## src/rtl/dcache_assoc.sv

```systemverilog
// rtl/dcache_assoc.sv - write-through, no-write-allocate data cache, 1- or 2-way with per-set LRU
module dcache_assoc #(
  parameter int WORD_W         = 16,
  parameter int ADDR_W         = 16,
  parameter int WORDS_PER_LINE = 4,
  parameter int NUM_SETS       = 4,
  parameter int NUM_WAYS       = 2,
  parameter int CNT_W          = 16
) (
  input  logic              clk,
  input  logic              reset,
  input  logic              cpu_read,
  input  logic              cpu_write,
  input  logic [ADDR_W-1:0] cpu_addr,
  input  logic [WORD_W-1:0] cpu_wdata,
  output logic [WORD_W-1:0] cpu_rdata,
  output logic              cpu_done,
  output logic              mem_req,
  output logic              mem_we,
  output logic [ADDR_W-1:0] mem_addr,
  output logic [WORD_W-1:0] mem_wdata,
  input  logic [WORD_W-1:0] mem_rdata,
  input  logic              mem_rvalid,
  input  logic              mem_wack,
  output logic [CNT_W-1:0]  hit_count,
  output logic [CNT_W-1:0]  miss_count
);

  localparam int OFF_W = $clog2(WORDS_PER_LINE);
  localparam int IDX_W = $clog2(NUM_SETS);
  localparam int TAG_W = ADDR_W - OFF_W - IDX_W;

  typedef enum logic [1:0] {S_IDLE, S_FILL, S_WRITE, S_RESP} state_t;

  state_t              state_q;
  logic                valid_q [NUM_WAYS][NUM_SETS];
  logic [TAG_W-1:0]    tag_q   [NUM_WAYS][NUM_SETS];
  logic [WORD_W-1:0]   data_q  [NUM_WAYS][NUM_SETS][WORDS_PER_LINE];
  logic [NUM_SETS-1:0] lru_q;
  logic [ADDR_W-1:0]   req_addr_q;
  logic [WORD_W-1:0]   req_wdata_q;
  logic                vic_q;
  logic [OFF_W-1:0]    cnt_q;

  // In IDLE the live CPU address is looked up; afterwards the captured one is.
  logic [ADDR_W-1:0] look_addr;
  logic [OFF_W-1:0]  look_off;
  logic [IDX_W-1:0]  look_idx;
  logic [TAG_W-1:0]  look_tag;

  assign look_addr = (state_q == S_IDLE) ? cpu_addr : req_addr_q;
  assign look_off  = look_addr[OFF_W-1:0];
  assign look_idx  = look_addr[OFF_W +: IDX_W];
  assign look_tag  = look_addr[ADDR_W-1 -: TAG_W];

  logic hit_any;
  logic hit_way;
  logic victim;

  // Tag compare across the ways of the addressed set.
  always_comb begin
    hit_any = 1'b0;
    hit_way = 1'b0;
    for (int w = 0; w < NUM_WAYS; w++) begin
      if (!hit_any && valid_q[w][look_idx] && (tag_q[w][look_idx] == look_tag)) begin
        hit_any = 1'b1;
        hit_way = 1'(w);
      end
    end
  end

  // Victim selection: lowest invalid way wins, otherwise the LRU way.
  always_comb begin
    victim = (NUM_WAYS == 2) ? lru_q[look_idx] : 1'b0;
    for (int w = NUM_WAYS - 1; w >= 0; w--) begin
      if (!valid_q[w][look_idx]) victim = 1'(w);
    end
  end

  logic              dw_en;
  logic              dw_way;
  logic [OFF_W-1:0]  dw_off;
  logic [WORD_W-1:0] dw_data;

  // Single data-array write port shared by line fills and write hits.
  always_comb begin
    dw_en   = 1'b0;
    dw_way  = vic_q;
    dw_off  = cnt_q;
    dw_data = mem_rdata;
    if (state_q == S_FILL && mem_rvalid) begin
      dw_en = 1'b1;
    end else if (state_q == S_WRITE && mem_wack && hit_any) begin
      dw_en   = 1'b1;
      dw_way  = hit_way;
      dw_off  = look_off;
      dw_data = req_wdata_q;
    end
  end

  // Line data has no reset: validity is carried entirely by valid_q.
  always_ff @(posedge clk) begin
    if (dw_en) data_q[dw_way][look_idx][dw_off] <= dw_data;
  end

  // Controller FSM with registered CPU/memory outputs, tags, valid, LRU and counters.
  always_ff @(posedge clk or posedge reset) begin
    if (reset) begin
      state_q     <= S_IDLE;
      cpu_done    <= 1'b0;
      cpu_rdata   <= '0;
      mem_req     <= 1'b0;
      mem_we      <= 1'b0;
      mem_addr    <= '0;
      mem_wdata   <= '0;
      hit_count   <= '0;
      miss_count  <= '0;
      lru_q       <= '0;
      req_addr_q  <= '0;
      req_wdata_q <= '0;
      vic_q       <= 1'b0;
      cnt_q       <= '0;
      for (int w = 0; w < NUM_WAYS; w++) begin
        for (int s = 0; s < NUM_SETS; s++) begin
          valid_q[w][s] <= 1'b0;
          tag_q[w][s]   <= '0;
        end
      end
    end else begin
      case (state_q)
        S_IDLE: begin
          if (cpu_write) begin
            req_addr_q  <= cpu_addr;
            req_wdata_q <= cpu_wdata;
            mem_req     <= 1'b1;
            mem_we      <= 1'b1;
            mem_addr    <= cpu_addr;
            mem_wdata   <= cpu_wdata;
            state_q     <= S_WRITE;
          end else if (cpu_read) begin
            req_addr_q <= cpu_addr;
            if (hit_any) begin
              cpu_rdata       <= data_q[hit_way][look_idx][look_off];
              lru_q[look_idx] <= ~hit_way;
              if (hit_count != {CNT_W{1'b1}}) hit_count <= hit_count + 1'b1;
              cpu_done        <= 1'b1;
              state_q         <= S_RESP;
            end else begin
              if (miss_count != {CNT_W{1'b1}}) miss_count <= miss_count + 1'b1;
              vic_q                     <= victim;
              valid_q[victim][look_idx] <= 1'b0;
              cnt_q                     <= '0;
              mem_req                   <= 1'b1;
              mem_we                    <= 1'b0;
              mem_addr                  <= {cpu_addr[ADDR_W-1:OFF_W], {OFF_W{1'b0}}};
              state_q                   <= S_FILL;
            end
          end
        end
        S_FILL: begin
          if (mem_rvalid) begin
            if (cnt_q == look_off) cpu_rdata <= mem_rdata;
            if (&cnt_q) begin
              valid_q[vic_q][look_idx] <= 1'b1;
              tag_q[vic_q][look_idx]   <= look_tag;
              lru_q[look_idx]          <= ~vic_q;
              mem_req                  <= 1'b0;
              cpu_done                 <= 1'b1;
              state_q                  <= S_RESP;
            end else begin
              cnt_q    <= cnt_q + 1'b1;
              mem_addr <= {look_addr[ADDR_W-1:OFF_W], cnt_q + 1'b1};
            end
          end
        end
        S_WRITE: begin
          if (mem_wack) begin
            mem_req  <= 1'b0;
            mem_we   <= 1'b0;
            if (hit_any) lru_q[look_idx] <= ~hit_way;
            cpu_done <= 1'b1;
            state_q  <= S_RESP;
          end
        end
        default: begin
          cpu_done <= 1'b0;
          state_q  <= S_IDLE;
        end
      endcase
    end
  end

endmodule

```

## config.mk

```make
export PLATFORM = sky130hd
export DESIGN_NAME = dcache_assoc
export DESIGN_NICKNAME = d
export VERILOG_FILES = /design/src/rtl/dcache_assoc.sv
export SDC_FILE = /design/constraint.sdc
export NUM_CORES = 1
export LEC_CHECK = 0
export CAP_MARGIN = 25
export CORE_ASPECT_RATIO = 0.9
export CORE_MARGIN = 2
export CORE_UTILIZATION = 52
export DETAILED_ROUTE_END_ITERATION = 7
export PLACE_DENSITY = 0.7
export SYNTH_ARGS = -nofsm -noshare
export SYNTH_HDL_FRONTEND = slang
export SYNTH_SLANG_ARGS = --single-unit
```

## constraint.sdc

```tcl
create_clock -name clk -period 15.3 [get_ports clk]
set_clock_uncertainty 0.15 [all_clocks]
set_input_delay 2.295 -clock clk [delete_from_list [all_inputs] [get_ports clk]]
set_output_delay 2.295 -clock clk [all_outputs]
set_load 0.005 [all_outputs]
```

==> impl_metrics.env <==
export IMPL_ys_seq_area_frac=0.667
export IMPL_crit_arrival_ns=8.21
export IMPL_path_clk_slew_ns=0.06
export IMPL_die_area_mm2=0.0616
export IMPL_hold_viol_final=0
export IMPL_synth_area_top_cells="edfxtp_1, dfrtp_1, nand2_1"
export IMPL_crit_path_start_kind="primary input"
export IMPL_vdd_drop_max_uv=186
export IMPL_tns_ns=0
export IMPL_timing_hold_ws_ns=0.333
export IMPL_core_area_mm2=0.0588
export IMPL_rsz0062_at_grt="no"
export IMPL_slew_viol_final=0
export IMPL_min_path_cells=2
export IMPL_hpwlAfterDp_um=53200
export IMPL_pin_count=137
export IMPL_ys_top_cells_by_count="nand2_1, edfxtp_1, dfrtp_1"
export IMPL_syn_area_mm2=0.0310
export IMPL_die_w_um=261
export IMPL_grt_pass1_vias=21364
export IMPL_remaining_drc_errors=0
export IMPL_synth_edf_count=512
export IMPL_cts_setup_buffers=0
export IMPL_grt_pass1_wl_um=132000
export IMPL_syn_num_nets=2710
export IMPL_path_max_fanout=121
export IMPL_drtIter0Drc=3037
export IMPL_min_path_type="flip-flop to flip-flop"
export IMPL_root_buffer="clkbuf_16"
export IMPL_wl_per_cell_um=24.6
export IMPL_cts_resized=0
export IMPL_ff2ff_path_depth=15
export IMPL_synthArstFlopShare=0.293
export IMPL_vias_per_cell=6.18
export IMPL_synth_main_ff_cell="edfxtp_1"
export IMPL_timing_rr_start="state_q[0]"
export IMPL_fmax_mhz=124
export IMPL_overflow=0
export IMPL_postLayoutCoreUtil=0.611
export IMPL_synth_warnings=0
export IMPL_synth_seq_cells=724
export IMPL_maxCapViolations=0
export IMPL_r2r_end="data_q[1][189]"
export IMPL_place_ws_ns=6.84
export IMPL_rows=84
export IMPL_track_usage=0.287
export IMPL_yosysMostFrequentCell="nand2_1"
export IMPL_cellPowerDensity_mw_per_mm2=194
export IMPL_cts_sinks=724
export IMPL_syn_to_final_growth_pct=15.8
export IMPL_avgSynthCellArea_um2=11.7
export IMPL_p_leak_nw=13.6
export IMPL_routed_wl_um=88600
export IMPL_drive_gt1_frac=0.103
export IMPL_tritoncts="yes"
export IMPL_clk_latency_ns=0.62
export IMPL_hold_path_startpoint="tag_q[84]"
export IMPL_final_period_utilization=0.527
export IMPL_worst_setup_path_type="primary input to flip-flop"
export IMPL_yosysTopAreaCellShare=0.496
export IMPL_tightest_slew_ns=1.14
export IMPL_via_count=22230
export IMPL_status="complete, no violations"
export IMPL_fin_crit_ns=8.06
export IMPL_end_kind="flip-flop"
export IMPL_port_buffers=136
export IMPL_whs_endpoint="tag_q[84]"
export IMPL_nets=2826
export IMPL_grt_max_degree=122
export IMPL_gp_congestion=0.893
export IMPL_cp_required_ns=15.45
export IMPL_cts_hold_buf=0
export IMPL_ant_nets=0
export IMPL_synth_top_cell_by_area="edfxtp_1"
export IMPL_antenna_found_initial=1
export IMPL_numCtsBuffers=73
export IMPL_die_h_um=236
export IMPL_setup_viol=0
export IMPL_clock_path_buffers=3
export IMPL_synth_cell_types=70
export IMPL_first_pass_iters=6
export IMPL_postSynthCellCount=2648
export IMPL_initial_core_util=0.528
export IMPL_htree_levels=3
export IMPL_rrSetupSlack_ns=8.31
export IMPL_finalWorstSetupSlack_ns=7.24
export IMPL_relSlewSlack=0.240
stage by stage:
step	cell area, um2	cells	total power (W)
2_1_floorplan	31000	2648	0.00422
3_3_place_gp	33300	3449	0.00507
3_5_place_dp	33300	3453	0.00513
4_1_cts	35700	3584	0.00693
5_1_grt	35900	3595	0.00730
6_report	35900	3595	0.00698
cell usage in the layout (no fill, tap or decap), types with 14 or more instances in the layout:
cell type	count
a311oi_1	96
and3_1	139
xnor2_1	29
nor2_1	157
a31oi_1	38
o2111ai_1	15
clkbuf_16	75
clkdlybuf4s50_1	136
inv_1	31
dfrtp_1	212
nand3_1	26
mux2i_1	41
nand2_1	634
buf_4	70
edfxtp_1	512
a21oi_1	190
o21ai_0	76
xor2_1	24
clkbuf_1	14
nor3_1	44
mux2_2	60
cells by family after synthesis:
family | synth area share
fa+ha+maj | 0.00323
mux | 0.0428
compound gates | 0.0952
simple gates | 0.150
buf+inv | 0.0275
flops | 0.667
xor+xnor | 0.0150
critical path, stage by stage:
cell,delay [ns]
clkdlybuf4s50_1,0.69
mux2_8,0.76
buf_4,0.91
mux2i_1,0.31
xor2_1,0.09
o21ai_0,0.19
nand4_1,0.17
or3_4,0.46
a21oi_2,0.15
buf_4,0.34
nand2_1,0.18
o31a_1,0.23
nor2_1,0.76
buf_4,0.41
power breakdown:
part | internal [W] | switching [W] | total (W) | leakage [nW]
combinational | 0.000993 | 0.00171 | 0.00270 | 5.09
sequential | 0.00231 | 0.000170 | 0.00248 | 7.34
clock | 0.00105 | 0.000747 | 0.00180 | 1.17
total | 0.00436 | 0.00262 | 0.00698 | 13.6
cell type report:
cell class	count	area, um2
tap	774	968
inverter	33	131
multi-input combinational	1712	9590
clock buffer	96	2030
fill	4481	22800
sequential	724	20700
clock inverter	35	369
antenna	1	2.50
timing repair buffer	220	2160
registers in the layout (all words and copies together) (netlist names):
register     count
req_wdata_q     16
vic_q            1
mem_addr        16
cpu_done         1
cpu_rdata       16
data_q         512
lru_q            4
hit_count       16
state_q          2
tag_q           96
mem_req          1
cnt_q            2
valid_q          8
mem_we           1
miss_count      16
req_addr_q      16
how the worst max path moves through the flow:
| stage | start | endpoint | cells after the start | slack (ns) |
|---|---|---|---|---|
| after floorplan | reset | cnt_q[0] | 1 | 7.06 |
| after global placement | cpu_addr[3] | data_q[1][54] | 12 | 6.91 |
| after detailed placement | cpu_addr[3] | data_q[1][188] | 14 | 6.84 |
| after CTS | cpu_addr[3] | data_q[1][189] | 14 | 7.50 |
| after global routing | cpu_addr[3] | data_q[1][189] | 14 | 7.10 |
| final | cpu_addr[3] | data_q[1][189] | 14 | 7.24 |
routing by layer:
layer	vias up	track usage	part of all wire
met2	1203	0.437	0.45
met3	206	0.0710	0.11
met5	-	0	0
met1	11035	0.408	0.40
li1	9786	-	-
met4	0	0.0876	0.030
No activity file was read; power rests on OpenSTA's default activity.
